===== config.mk =====
export PLATFORM = sky130hd
export DESIGN_NAME = tt_lfsr_gen_flat
export DESIGN_NICKNAME = d
export VERILOG_FILES = /design/src/rtl/tt_lfsr_gen_pkg.sv /design/src/rtl/tt_lfsr_gen_if.sv /design/src/rtl/tt_lfsr_gen_word_pack.sv /design/src/rtl/tt_lfsr_gen.sv /design/src/flat_wrapper.sv
export SDC_FILE = /design/constraint.sdc
export NUM_CORES = 1
export LEC_CHECK = 0
export CAP_MARGIN = 20
export CORE_UTILIZATION = 40
export CTS_BUF_LIST = sky130_fd_sc_hd__clkbuf_4
export CTS_CLUSTER_SIZE = 14
export DETAILED_ROUTE_END_ITERATION = 8
export PLACE_DENSITY_LB_ADDON = 0.05
export SETUP_SLACK_MARGIN = 0.4
export SYNTH_ARGS = -nofsm -noshare
export SYNTH_HDL_FRONTEND = slang
export SYNTH_SLANG_ARGS = --single-unit

===== constraint.sdc =====
create_clock -name clk -period 1.63 [get_ports clk]
set_clock_uncertainty 0.15 [all_clocks]
set_input_delay 0.2445 -clock clk [delete_from_list [all_inputs] [get_ports clk]]
set_output_delay 0.2445 -clock clk [all_outputs]
set_load 0.02 [all_outputs]

===== src/rtl/tt_lfsr_gen_pkg.sv =====
// Shared constants for the LFSR generator: maximal-length tap masks for widths 4..32
// and small sizing helpers used by the generator and its word packer.
package tt_lfsr_pkg;

    localparam int DEFAULT_WIDTH = 16;
    localparam int DEFAULT_OUT_W = 8;
    localparam int MIN_WIDTH     = 4;
    localparam int MAX_WIDTH     = 32;

    typedef logic [MAX_WIDTH-1:0] tap_word_t;

    // Bit i set means state[i] feeds the XOR; each mask is a maximal polynomial.
    function automatic tap_word_t tap_mask_for(input int width);
        tap_word_t mask;
        case (width)
            4:       mask = 32'h0000_000C;
            5:       mask = 32'h0000_0014;
            6:       mask = 32'h0000_0030;
            7:       mask = 32'h0000_0060;
            8:       mask = 32'h0000_00B8;
            9:       mask = 32'h0000_0110;
            10:      mask = 32'h0000_0240;
            11:      mask = 32'h0000_0500;
            12:      mask = 32'h0000_0829;
            13:      mask = 32'h0000_100D;
            14:      mask = 32'h0000_2015;
            15:      mask = 32'h0000_6000;
            16:      mask = 32'h0000_D008;
            17:      mask = 32'h0001_2000;
            18:      mask = 32'h0002_0400;
            19:      mask = 32'h0004_0023;
            20:      mask = 32'h0009_0000;
            21:      mask = 32'h0014_0000;
            22:      mask = 32'h0030_0000;
            23:      mask = 32'h0042_0000;
            24:      mask = 32'h00E1_0000;
            25:      mask = 32'h0120_0000;
            26:      mask = 32'h0200_0023;
            27:      mask = 32'h0400_0013;
            28:      mask = 32'h0900_0000;
            29:      mask = 32'h1400_0000;
            30:      mask = 32'h2000_0029;
            31:      mask = 32'h4800_0000;
            32:      mask = 32'h8020_0003;
            default: mask = '0;
        endcase
        return mask;
    endfunction

    function automatic int cnt_width(input int n);
        return $clog2(n + 1);
    endfunction

endpackage


===== src/rtl/tt_lfsr_gen_if.sv =====
// Seed-load and packed-word channels of the LFSR generator.
// master is the generator side, slave is the seed producer / word consumer.
interface tt_lfsr_gen_if
    import tt_lfsr_pkg::*;
#(
    parameter int WIDTH = DEFAULT_WIDTH,
    parameter int OUT_W = DEFAULT_OUT_W
);
    logic             seed_valid;
    logic [WIDTH-1:0] seed_data;
    logic             seed_ready;
    logic [OUT_W-1:0] word_data;
    logic             word_valid;
    logic             word_ready;

    modport master (
        input  seed_valid, seed_data, word_ready,
        output seed_ready, word_data, word_valid
    );

    modport slave (
        output seed_valid, seed_data, word_ready,
        input  seed_ready, word_data, word_valid
    );
endinterface


===== src/rtl/tt_lfsr_gen_word_pack.sv =====
// Packs the serial feedback stream into OUT_W-bit words (first bit in the MSB)
// and holds a completed word until the consumer accepts it.
module tt_lfsr_word_pack
    import tt_lfsr_pkg::*;
#(
    parameter int OUT_W = DEFAULT_OUT_W
) (
    input  logic             clk,
    input  logic             rst_n,
    input  logic             step,
    input  logic             fb,
    input  logic             clear,
    input  logic             word_ready,
    output logic [OUT_W-1:0] word_data,
    output logic             word_valid,
    output logic             full
);
    localparam int CW = cnt_width(OUT_W);
    localparam logic [CW-1:0] LAST = CW'(OUT_W - 1);

    logic [OUT_W-1:0] collector;
    logic [OUT_W-1:0] shifted;
    logic [CW-1:0]    coll_cnt;
    logic             complete;
    logic             accept;

    if (OUT_W > 1) begin : g_wide
        assign shifted = {collector[OUT_W-2:0], fb};
    end else begin : g_single
        assign shifted = fb;
    end

    assign complete = step && (coll_cnt == LAST);
    assign accept   = word_valid && word_ready;
    // Stall only when one more bit would overwrite a word nobody has taken yet.
    assign full     = word_valid && !word_ready && (coll_cnt == LAST);

    always_ff @(posedge clk) begin
        if (!rst_n) begin
            collector  <= '0;
            coll_cnt   <= '0;
            word_data  <= '0;
            word_valid <= 1'b0;
        end else begin
            if (clear) begin
                collector <= '0;
                coll_cnt  <= '0;
            end else if (step) begin
                collector <= complete ? '0 : shifted;
                coll_cnt  <= complete ? '0 : coll_cnt + CW'(1);
            end

            if (complete) begin
                word_data  <= shifted;
                word_valid <= 1'b1;
            end else if (accept) begin
                word_valid <= 1'b0;
            end
        end
    end
endmodule


===== src/rtl/tt_lfsr_gen.sv =====
// Parametrised Fibonacci LFSR with seed loading, lock-up recovery, period detection
// and serial plus packed-word outputs.
module tt_lfsr_gen
    import tt_lfsr_pkg::*;
#(
    parameter int               WIDTH    = DEFAULT_WIDTH,
    parameter logic [WIDTH-1:0] TAP_MASK = WIDTH'(tap_mask_for(WIDTH)),
    parameter logic [WIDTH-1:0] SEED     = WIDTH'(1),
    parameter int               OUT_W    = DEFAULT_OUT_W
) (
    input  logic             clk,
    input  logic             rst_n,
    input  logic             en,
    tt_lfsr_gen_if.master    bus,
    output logic             bit_out,
    output logic             bit_valid,
    output logic [WIDTH-1:0] state_out,
    output logic             period_done,
    output logic [WIDTH-1:0] step_count,
    output logic             lockup
);
    logic [WIDTH-1:0] state;
    logic [WIDTH-1:0] loaded_seed;
    logic [WIDTH-1:0] next_state;
    logic [WIDTH-1:0] seed_value;
    logic             fb;
    logic             step;
    logic             full;
    logic             state_zero;
    logic             seed_zero;

    assign fb         = ^(state & TAP_MASK);
    assign state_zero = (state == '0);
    assign next_state = state_zero ? SEED : {state[WIDTH-2:0], fb};
    assign seed_zero  = (bus.seed_data == '0);
    assign seed_value = seed_zero ? SEED : bus.seed_data;
    assign step       = en && !bus.seed_valid && !full;

    assign bus.seed_ready = rst_n;
    assign state_out      = state;

    always_ff @(posedge clk) begin
        if (!rst_n) begin
            state       <= SEED;
            loaded_seed <= SEED;
            bit_out     <= 1'b0;
            bit_valid   <= 1'b0;
            period_done <= 1'b0;
            step_count  <= '0;
            lockup      <= 1'b0;
        end else begin
            bit_valid   <= step;
            period_done <= step && (next_state == loaded_seed);
            // A zero seed would freeze the register, so it is replaced and flagged.
            if (bus.seed_valid) begin
                state       <= seed_value;
                loaded_seed <= seed_value;
                step_count  <= '0;
                if (seed_zero) begin
                    lockup <= 1'b1;
                end
            end else if (step) begin
                state      <= next_state;
                bit_out    <= fb;
                step_count <= step_count + WIDTH'(1);
                if (state_zero) begin
                    lockup <= 1'b1;
                end
            end
        end
    end

    tt_lfsr_word_pack #(
        .OUT_W (OUT_W)
    ) u_word_pack (
        .clk        (clk),
        .rst_n      (rst_n),
        .step       (step),
        .fb         (fb),
        .clear      (bus.seed_valid),
        .word_ready (bus.word_ready),
        .word_data  (bus.word_data),
        .word_valid (bus.word_valid),
        .full       (full)
    );
endmodule


===== src/flat_wrapper.sv =====
// flat-port wrapper written by rule: the top's interface ports become plain ports
module tt_lfsr_gen_flat import tt_lfsr_pkg::*;
#(
    parameter int               WIDTH    = DEFAULT_WIDTH,
    parameter logic [WIDTH-1:0] TAP_MASK = WIDTH'(tap_mask_for(WIDTH)),
    parameter logic [WIDTH-1:0] SEED     = WIDTH'(1),
    parameter int               OUT_W    = DEFAULT_OUT_W
)
  (clk, rst_n, en, bit_out, bit_valid, state_out, period_done, step_count, lockup, bus_seed_valid, bus_seed_data, bus_word_ready, bus_seed_ready, bus_word_data, bus_word_valid);
  tt_lfsr_gen_if #(.WIDTH(WIDTH), .OUT_W(OUT_W)) bus_i ();
  input  logic clk;
  input  logic rst_n;
  input  logic en;
  output logic bit_out;
  output logic bit_valid;
  output logic [WIDTH-1:0] state_out;
  output logic period_done;
  output logic [WIDTH-1:0] step_count;
  output logic lockup;
  input wire logic [$bits(bus_i.seed_valid)-1:0] bus_seed_valid;
  input wire logic [$bits(bus_i.seed_data)-1:0] bus_seed_data;
  input wire logic [$bits(bus_i.word_ready)-1:0] bus_word_ready;
  output wire logic [$bits(bus_i.seed_ready)-1:0] bus_seed_ready;
  output wire logic [$bits(bus_i.word_data)-1:0] bus_word_data;
  output wire logic [$bits(bus_i.word_valid)-1:0] bus_word_valid;
  assign bus_i.seed_valid = bus_seed_valid;
  assign bus_i.seed_data = bus_seed_data;
  assign bus_i.word_ready = bus_word_ready;
  assign bus_seed_ready = bus_i.seed_ready;
  assign bus_word_data = bus_i.word_data;
  assign bus_word_valid = bus_i.word_valid;
  tt_lfsr_gen #(.WIDTH(WIDTH), .TAP_MASK(TAP_MASK), .SEED(SEED), .OUT_W(OUT_W)) u_core (.clk(clk), .rst_n(rst_n), .en(en), .bus(bus_i), .bit_out(bit_out), .bit_valid(bit_valid), .state_out(state_out), .period_done(period_done), .step_count(step_count), .lockup(lockup));
endmodule

==> results.sh, run 1 <==
export IMPL_seq_area_frac_synth_pct=45.0
export IMPL_critPathMaxFanout=5
export IMPL_grt_max_degree=26
export IMPL_cts_tree="built"
export IMPL_synthTopCellsByCount="dfxtp_1 (72), nand2_1 (57), o21ai_0 (25), a21oi_1 (23), xnor2_1 (17)"
export IMPL_wl_met2_mm=5.31
export IMPL_hold_violations=0
export IMPL_min_from="bus_seed_data[14]"
export IMPL_clkPwrFrac_pct=37.8
export IMPL_gr_total_overflow=0
export IMPL_dp_hpwl_mm=6.60
export IMPL_top_layer="met4"
export IMPL_clk_path_buf_depth=2
export IMPL_r2r_start="u_core.u_word_pack.coll_cnt[1]$_SDFFE_PP0P_"
export IMPL_row_count=32
export IMPL_num_nets_final=554
export IMPL_synth_edff_count=0
export IMPL_setup_ws_ns=-0.234
export IMPL_end_kind="flip-flop"
export IMPL_synth_top_area_cell="dfxtp_1"
export IMPL_initial_core_util_pct=41.5
export IMPL_synth_area_leaders="dfxtp_1 (45%), nand2_1 (6.7%), xnor2_1 (4.6%)"
export IMPL_syn_area_sq_um=3210
export IMPL_maxSlewHeadroom_pct=74.8
export IMPL_path_clk_slew_ns=0.12
export IMPL_post_place_ws_ns=-0.488
export IMPL_ys_warn_count=0
export IMPL_p_comb_share_pct=18.2
export IMPL_rsz0062_at_grt="true"
export IMPL_syn_inst=363
export IMPL_io_buffers=66
export IMPL_area_growth_pct=78.1
export IMPL_yosysMostFrequentCell="dfxtp_1"
export IMPL_drive_gt1_share_pct=57.0
export IMPL_cp_start_kind="flip-flop"
export IMPL_firstDrtPassIters=4
export IMPL_violations="negative setup slack"
export IMPL_synth_avg_cell_area_sq_um=8.83
export IMPL_syn_num_nets=387
export IMPL_setup_tns_ns=-7.14
export IMPL_synth_distinct_cells=48
export IMPL_min_path_type="input port to flip-flop"
export IMPL_internal_power_mw=3.18
export IMPL_startpoint="u_core.u_word_pack.coll_cnt[1]$_SDFFE_PP0P_"
export IMPL_p_leak_nw=2.26
export IMPL_fillers=567
export IMPL_htree_levels=3
export IMPL_drt_iter0_markers=118
export IMPL_wire_per_inst_microns=16.0
export IMPL_ant_nets=0
export IMPL_antenna_cells=0
export IMPL_tightest_slew_ns=0.377
export IMPL_clock_latency_ns=0.43
export IMPL_drcViolationCount=0
export IMPL_grt_pass1_vias=3474
export IMPL_via_per_inst=5.43
export IMPL_status="complete, but fails checks"
export IMPL_drt_total_wl_mm=10.2
export IMPL_yosysTopAreaCellShare_pct=45.0
export IMPL_power_per_cell_area_nw_per_um2=746
export IMPL_dp_cells=589
export IMPL_cp_arrival_ns=2.07
export IMPL_p_seq_share_pct=44.0
export IMPL_fp_dieH_microns=91.5
export IMPL_grtUsageTotal_pct=25.0
export IMPL_peakVddDrop_uv=473
export IMPL_grt_first_pass_wirelength_mm=16.5
export IMPL_fin_crit_ns=1.86
export IMPL_max_cap_violations=0
export IMPL_antenna_found_initial=0
export IMPL_num_vias=3457
export IMPL_post_route_util_pct=73.9
export IMPL_synth_flop_cell="dfxtp_1"
export IMPL_final_setup_viol_count=53
export IMPL_dieWidth_microns=91.5
export IMPL_instances_no_fill=637
export IMPL_fmax_mhz=536
export IMPL_wl_met1_mm=4.22
export IMPL_fin_crit_sh_pct=114
export IMPL_gp_congestion=0.791
export IMPL_route_met3_wl_microns=343
export IMPL_crit_required_ns=1.84
export IMPL_cts_root_buf="clkbuf_4"
export IMPL_path_class="flip-flop to flip-flop"
export IMPL_ys_async_sr_fraction_pct=0
export IMPL_core_sq_um=7730
export IMPL_io_pin_count=67
export IMPL_power_switching_mw=1.08
export IMPL_numCtsBuffers=9
export IMPL_cts_sinks=72
export IMPL_swShare_pct=25.4
export IMPL_die_area_sq_um=8380
export IMPL_synth_seq_cells=72
export IMPL_slew_viol_final=0
critical path: stages, from the launching register on:
cell and delay (ns):
dfxtp_2 0.36, ha_4 0.16, nand3b_1 0.13, buf_4 0.13, buf_6 0.10, o21ai_4 0.07, buf_6 0.13, or4_4 0.42
a21oi_2 0.15
final cells by class:
class	instances	area, sq um	area share [%]
clock buffer	10	75.1	1.31
tap	102	128	2.24
multi-input combinational	261	2020	35.4
inverter	6	22.5	0.394
clock inverter	6	130	2.28
sequential	72	1560	27.2
timing repair buffer	180	1780	31.1
metrics by stage:
stage	power [mW]	hold slack [ns]	cell area, sq um
2_1_floorplan	2.22	0.220	3470
3_3_place_gp	2.56	0.294	4740
3_5_place_dp	2.57	0.298	4740
4_1_cts	4.23	0.0170	5430
5_1_grt	4.43	0.0124	5710
6_report	4.26	0.0277	5710
registers in the layout, indices dropped and copies added, names as in the netlist:
signal	count
u_core.loaded_seed	16
u_core.state_out	16
u_core.step_count	16
u_core.u_word_pack.word_data	8
u_core.u_word_pack.collector	7
u_core.u_word_pack.coll_cnt	4
u_core.bit_out	1
u_core.bit_valid	1
u_core.lockup	1
u_core.period_done	1
u_core.u_word_pack.word_valid	1
power groups by stage:
| stage | clock network [mW] | logic, mW | registers, mW |
|---|---|---|---|
| 2_1_floorplan | 0 | 0.273 | 1.95 |
| 3_3_place_gp | 0 | 0.650 | 1.91 |
| 3_5_place_dp | 0 | 0.658 | 1.91 |
| 4_1_cts | 1.63 | 0.731 | 1.87 |
| 5_1_grt | 1.71 | 0.831 | 1.88 |
| 6_report | 1.61 | 0.777 | 1.87 |
layout by cell type (no fill, tap or decap), types with 9 or more instances in the layout:
master / n
nand3_1: 15
nand2_2: 13
xnor2_1: 16
nand2_1: 36
buf_6: 74
buf_4: 72
a22o_1: 14
o21ai_0: 16
clkbuf_4: 10
o31ai_1: 9
a21oi_2: 10
a31oi_1: 15
dfxtp_4: 22
dfxtp_2: 25
a21oi_1: 13
dfxtp_1: 25
kinds of logic (layout without fill, tap and decap cells):
family                   after synthesis  count (layout)  synth area share [%]
AND/OR/NAND/NOR                      124             124                  19.8
XOR/XNOR                              20              20                  5.93
flip-flops                            72              72                  45.0
multiplexers                           2               2                 0.625
AO/OA/AOI/OAI                        111             112                  23.1
adder cells (fa/ha/maj)                3               3                  1.17
buffers and inverters                 31             202                  4.37
timing repair:
| item | CTS | global route |
|---|---|---|
| hold buffers | 0 | 5 |
| endpoints found under the hold margin | 0 | 5 |
| gates cloned | 3 | 0 |
| resized for setup | 417 | 63 |
| pin swaps | 39 | 38 |
| buffers inserted | 14 | 10 |
| setup endpoints to repair | 117 | 116 |
per-layer routing:
layer	vias up	GRT usage, %
met3	22	4.86
met2	89	45.0
met5	-	0
met1	1680	28.3
met4	0	11.1
li1	1666	-
worst paths after layout:
kind | to | slack (ns) | depth (start not counted)
setup / recovery | u_core.step_count[4]$_SDFFE_PP0P_ | -0.23 | 8
hold / removal | u_core.loaded_seed[14]$_SDFFE_PN0P_ | 0.03 | 3
setup reg to reg | u_core.step_count[4]$_SDFFE_PP0P_ | -0.23 | 8
hold reg to reg | u_core.u_word_pack.word_data[6]$_SDFFE_PN0P_ | 0.32 | 2
Note: power is estimated with default switching activity, not from simulation.
==> run 2, diff against run 1 <==
--- a/config.mk
+++ b/config.mk
@@ -6,12 +6,14 @@
 export NUM_CORES = 1
 export LEC_CHECK = 0
 export CAP_MARGIN = 20
+export CORE_MARGIN = 2
 export CORE_UTILIZATION = 40
 export CTS_BUF_LIST = sky130_fd_sc_hd__clkbuf_4
 export CTS_CLUSTER_SIZE = 14
 export DETAILED_ROUTE_END_ITERATION = 8
 export PLACE_DENSITY_LB_ADDON = 0.05
 export SETUP_SLACK_MARGIN = 0.4
+export SKIP_CTS_REPAIR_TIMING = 1
 export SYNTH_ARGS = -nofsm -noshare
 export SYNTH_HDL_FRONTEND = slang
 export SYNTH_SLANG_ARGS = --single-unit
==> run 2 against run 1 <==
  * The run still ends with negative setup slack left
  * Sequential share of layout area is 2.1 points higher
  * Fmax is 0.42% higher
  * Setup slack better by 0.0079 ns
  * Sequential power hardly changed
  * Combinational power is 4.5% lower
  * Via count is 4.3% lower
  * Global-route usage is 3.8 points lower
  * Clock-buffer cell count is 1 higher
  * Critical path type unchanged
  * Critical endpoint is now u_core.step_count[13]$_SDFFE_PP0P_
==> results.sh, run 2 (same netlist as run 1, synthesis figures left out) <==
export IMPL_status="complete, but fails checks"
export IMPL_violations="negative setup slack"
export IMPL_busiest_layer="met2"
export IMPL_min_path_type="input port to flip-flop"
export IMPL_power_per_cell_area_nw_per_um2=671
export IMPL_grtUsageTotal_pct=21.2
export IMPL_row_count=32
export IMPL_dp_hpwl_mm=6.56
export IMPL_drt_iter0_markers=72
export IMPL_dieWidth_microns=93.5
export IMPL_max_cap_violations=0
export IMPL_gr_usage_met3_pct=2.90
export IMPL_met2_usage_pct=35.9
export IMPL_drive_gt1_share_pct=49.5
export IMPL_antenna_found_initial=0
export IMPL_dp_cells=588
export IMPL_tightest_slew_ns=0.417
export IMPL_swShare_pct=28.9
export IMPL_setup_ws_ns=-0.226
export IMPL_fin_crit_ns=1.86
export IMPL_clk_path_buf_depth=2
export IMPL_area_growth_pct=65.2
export IMPL_power_mw=3.56
export IMPL_path_class="flip-flop to flip-flop"
export IMPL_p_comb_share_pct=20.9
export IMPL_io_buffers=66
export IMPL_core_sq_um=7730
export IMPL_final_setup_viol_count=55
export IMPL_path_clk_slew_ns=0.12
export IMPL_critPathMaxFanout=7
export IMPL_num_nets_final=539
export IMPL_rsz0062_at_grt="true"
export IMPL_drt_total_wl_mm=9.72
export IMPL_p_leak_nw=2.09
export IMPL_fp_dieH_microns=93.5
export IMPL_final_common_cell="buf_4"
export IMPL_gp_congestion=0.786
export IMPL_post_place_ws_ns=-0.557
export IMPL_end_kind="flip-flop"
export IMPL_cts_root_buf="clkbuf_4"
export IMPL_htree_levels=3
export IMPL_final_cell_area_sq_um=5300
export IMPL_peakVddDrop_uv=320
export IMPL_fmax_mhz=539
export IMPL_instances_no_fill=621
export IMPL_ant_nets=0
export IMPL_layout_cells_most_common_list="buf_4 (76), buf_6 (61), nand2_1 (50)"
export IMPL_io_pin_count=67
export IMPL_hold_violations=0
export IMPL_cp_arrival_ns=2.06
export IMPL_initial_core_util_pct=41.5
export IMPL_grt_util_met1_pct=27.2
export IMPL_wire_per_inst_microns=15.7
export IMPL_numCtsBuffers=9
export IMPL_internal_power_mw=2.53
export IMPL_num_vias=3307
export IMPL_maxSlewHeadroom_pct=72.2
export IMPL_slew_viol_final=0
export IMPL_grt_first_pass_wirelength_mm=14.5
export IMPL_placed_area_sq_um=4740
export IMPL_via_per_inst=5.33
export IMPL_die_area_sq_um=8750
export IMPL_post_route_util_pct=68.5
export IMPL_cts_tree="built"
export IMPL_clkPwrFrac_pct=26.5
export IMPL_cp_start_kind="flip-flop"
export IMPL_grt_pass1_vias=3028
export IMPL_power_switching_mw=1.03
export IMPL_crit_required_ns=1.84
export IMPL_gr_total_overflow=0
export IMPL_grt_max_degree=26
export IMPL_firstDrtPassIters=4
export IMPL_fin_crit_sh_pct=114
export IMPL_p_seq_share_pct=52.7
export IMPL_drcViolationCount=0
export IMPL_cts_sinks=72
export IMPL_antenna_cells=0
export IMPL_clock_latency_ns=0.42
## run 2: changes by cell type in the layout (fill, tap and decap cells not counted), sizes merged
cell,change
o21ai,+1
dlygate4sd3,-2
clkbuf,+8
dlygate4sd2,-3
o2111ai,-1
clkdlybuf4s15,-2
buf,-23
clkinv,+3
bufinv,-4
dlymetal6s2s,+8
inv,-1
## run 2: area by class of cell
type                            count  area (sq um)
Multi-Input combinational cell    261          1910
Fill cell                         619          2430
Sequential cell                    72          1550
Tap cell                          102           128
Clock inverter                      4          15.0
Inverter                            6          22.5
Clock buffer                       11          82.6
Timing Repair Buffer              165          1580
## run 2: power groups by stage
stage	clock [mW]	sequential, mW	combinational [mW]
finish	0.941	1.87	0.742
global route	1.04	1.88	0.795
CTS	0.961	1.87	0.673
detailed placement	0	1.91	0.671
global placement	0	1.91	0.664
floorplan	0	1.95	0.273
## run 2: worst paths after layout
kind,from,to,slack (ns),cells after the start
worst max-delay path,u_core.u_word_pack.coll_cnt[0]$_SDFFE_PP0P_,u_core.step_count[13]$_SDFFE_PP0P_,-0.23,6
worst min-delay path,bus_seed_data[3],u_core.loaded_seed[3]$_SDFFE_PN0P_,0.05,3
worst max register to register,u_core.u_word_pack.coll_cnt[0]$_SDFFE_PP0P_,u_core.step_count[13]$_SDFFE_PP0P_,-0.23,6
worst min register to register,u_core.u_word_pack.collector[6]$_SDFFE_PP0P_,u_core.u_word_pack.word_data[7]$_SDFFE_PN0P_,0.32,2
## run 2: metal layers
layer	vias up	routed length (microns)
li1	1641	-
met1	1588	4360
met2	65	4910
met3	13	314
met4	0	136
met5	-	0
## run 2: worst max-delay path: stages, from the launching register on
cell       delay (ns)
dfxtp_2          0.35
ha_4             0.15
nand3b_1         0.18
o2111ai_4        0.21
buf_6            0.19
or4_1            0.46
a21oi_1          0.12
## run 2: stage by stage
step / hold WS (ns) / TNS, ns
5_1_grt: 0.0374 / -11.77
4_1_cts: 0.328 / -17.00
2_1_floorplan: 0.220 / -0.0157
3_3_place_gp: 0.297 / -21.54
6_report: 0.0490 / -7.26
3_5_place_dp: 0.306 / -22.69
==> run 3, diff against run 2 <==
--- a/config.mk
+++ b/config.mk
@@ -6,10 +6,12 @@
 export NUM_CORES = 1
 export LEC_CHECK = 0
 export CAP_MARGIN = 20
+export CELL_PAD_IN_SITES_DETAIL_PLACEMENT = 1
+export CELL_PAD_IN_SITES_GLOBAL_PLACEMENT = 1
 export CORE_MARGIN = 2
-export CORE_UTILIZATION = 40
+export CORE_UTILIZATION = 36
 export CTS_BUF_LIST = sky130_fd_sc_hd__clkbuf_4
-export CTS_CLUSTER_SIZE = 14
+export CTS_CLUSTER_DIAMETER = 60
 export DETAILED_ROUTE_END_ITERATION = 8
 export PLACE_DENSITY_LB_ADDON = 0.05
 export SETUP_SLACK_MARGIN = 0.4
==> run 3 against run 2 <==
  * The run ends with negative hold slack, negative setup slack left
  * Combinational power rose by 11%
  * Clock-buffer cell count is 1 lower
  * Critical path depth is 1 higher
  * Via count grew 8.6%
  * Design area increased by 9.0%
  * Sequential share of layout area down 2.4 points
  * Cell count grew 4.0%
  * Total power grew 19%
  * Hold slack got worse by 0.059 ns
  * Critical endpoint is now u_core.state_out[15]$_SDFFE_PN0P_
  * Largest power group unchanged
==> results.sh, run 3 (same netlist as run 1, synthesis figures left out) <==
export IMPL_instances_no_fill=646
export IMPL_path_class="flip-flop to flip-flop"
export IMPL_layout_cells_most_common_list="buf_6 (76), buf_4 (75), nand2_1 (33)"
export IMPL_setup_ws_ns=-0.343
export IMPL_core_sq_um=8680
export IMPL_slew_viol_final=0
export IMPL_ant_nets=0
export IMPL_max_cap_violations=0
export IMPL_fin_crit_ns=1.97
export IMPL_gp_congestion=0.778
export IMPL_area_growth_pct=80.1
export IMPL_row_count=34
export IMPL_cp_start_kind="flip-flop"
export IMPL_setup_tns_ns=-12.04
export IMPL_clock_latency_ns=0.44
export IMPL_initial_core_util_pct=36.9
export IMPL_p_leak_nw=2.32
export IMPL_final_setup_viol_count=54
export IMPL_num_nets_final=557
export IMPL_antenna_cells=0
export IMPL_drt_total_wl_mm=13.4
export IMPL_antenna_found_initial=0
export IMPL_grt_pass1_vias=3586
export IMPL_hold_violations=1
export IMPL_drive_gt1_share_pct=57.8
export IMPL_grt_max_degree=30
export IMPL_cts_root_buf="clkbuf_4"
export IMPL_io_buffers=66
export IMPL_grt_first_pass_wirelength_mm=17.5
export IMPL_cp_arrival_ns=2.17
export IMPL_hold_ws_ns=-0.0103
export IMPL_dp_hpwl_mm=8.05
export IMPL_wire_per_inst_microns=20.7
export IMPL_post_place_ws_ns=-0.512
export IMPL_violations="negative hold slack, negative setup slack"
export IMPL_grtUsageTotal_pct=22.4
export IMPL_clk_path_buf_depth=2
export IMPL_power_per_cell_area_nw_per_um2=730
export IMPL_gr_total_overflow=0
export IMPL_min_path_type="input port to flip-flop"
export IMPL_fin_crit_sh_pct=121
export IMPL_htree_levels=3
export IMPL_via_per_inst=5.56
export IMPL_crit_required_ns=1.83
export IMPL_tightest_slew_ns=0.402
export IMPL_drt_iter0_markers=121
export IMPL_end_kind="flip-flop"
export IMPL_num_vias=3591
export IMPL_critPathMaxFanout=6
export IMPL_peakVddDrop_uv=384
export IMPL_rrSetupSlack_ns=-0.34
export IMPL_maxSlewHeadroom_pct=72.9
export IMPL_numCtsBuffers=9
export IMPL_rsz0062_at_grt="true"
export IMPL_io_pin_count=67
export IMPL_cts_sinks=72
export IMPL_fmax_mhz=507
export IMPL_die_area_sq_um=9670
export IMPL_drcViolationCount=0
export IMPL_path_clk_slew_ns=0.12
export IMPL_firstDrtPassIters=4
export IMPL_final_common_cell="buf_6"
export IMPL_dieWidth_microns=98.4
export IMPL_dp_cells=601
export IMPL_status="complete, but fails checks"
export IMPL_fp_dieH_microns=98.4
export IMPL_cts_tree="built"
## run 3: changes by cell type in the layout (fill, tap and decap cells not counted), sizes merged
cell	change
buf	+17
bufinv	+3
clkbuf	-3
clkinv	-2
clkinvlp	+1
dlygate4sd3	-2
dlymetal6s2s	+4
o2111ai	+1
## run 3: final timing paths
path,from,end,cells after the start
hold / removal,bus_seed_data[8],u_core.loaded_seed[8]$_SDFFE_PN0P_,3
setup / recovery,u_core.u_word_pack.coll_cnt[1]$_SDFFE_PP0P_,u_core.state_out[15]$_SDFFE_PN0P_,7
hold reg to reg,u_core.u_word_pack.word_data[6]$_SDFFE_PN0P_,u_core.u_word_pack.word_data[6]$_SDFFE_PN0P_,2
setup reg to reg,u_core.u_word_pack.coll_cnt[1]$_SDFFE_PP0P_,u_core.state_out[15]$_SDFFE_PN0P_,7
## run 3: metrics by stage
| step | utilization, % | instance area [sq um] | power (mW) |
|---|---|---|---|
| 2_1_floorplan | - | 3470 | 2.22 |
| 3_3_place_gp | 55.5 | 4820 | 2.58 |
| 3_5_place_dp | 55.5 | 4820 | 2.60 |
| 4_1_cts | 57.6 | 5000 | 4.04 |
| 5_1_grt | 66.5 | 5770 | 4.35 |
| 6_report | 66.5 | 5770 | 4.22 |
## run 3: area by class of cell
cell class,instances,area (sq um)
Clock buffer,10,75.1
Clock inverter,6,108
Fill cell,929,2910
Inverter,6,25.0
Multi-Input combinational cell,262,2080
Sequential cell,72,1550
Tap cell,108,135
Timing Repair Buffer,182,1790
## run 3: routing by layer
metal,global-route usage [%],wire length (microns),vias to the layer above
met5,0,0,-
met3,2.93,393,32
li1,-,-,1669
met1,26.3,5230,1793
met4,8.64,405,0
met2,41.0,7350,97
## run 3: power breakdown
group	internal, mW	switching [mW]
clock network	0.788	0.729
registers	1.80	0.0719
logic	0.430	0.393
total	3.02	1.19
## run 3: critical path: stages (launching register included)
cell and delay, ns:
dfxtp_2 0.39, ha_4 0.15, nand3b_1 0.19, buf_6 0.21, o21ai_4 0.31, buf_6 0.19
nand2_2 0.05, a31oi_1 0.22
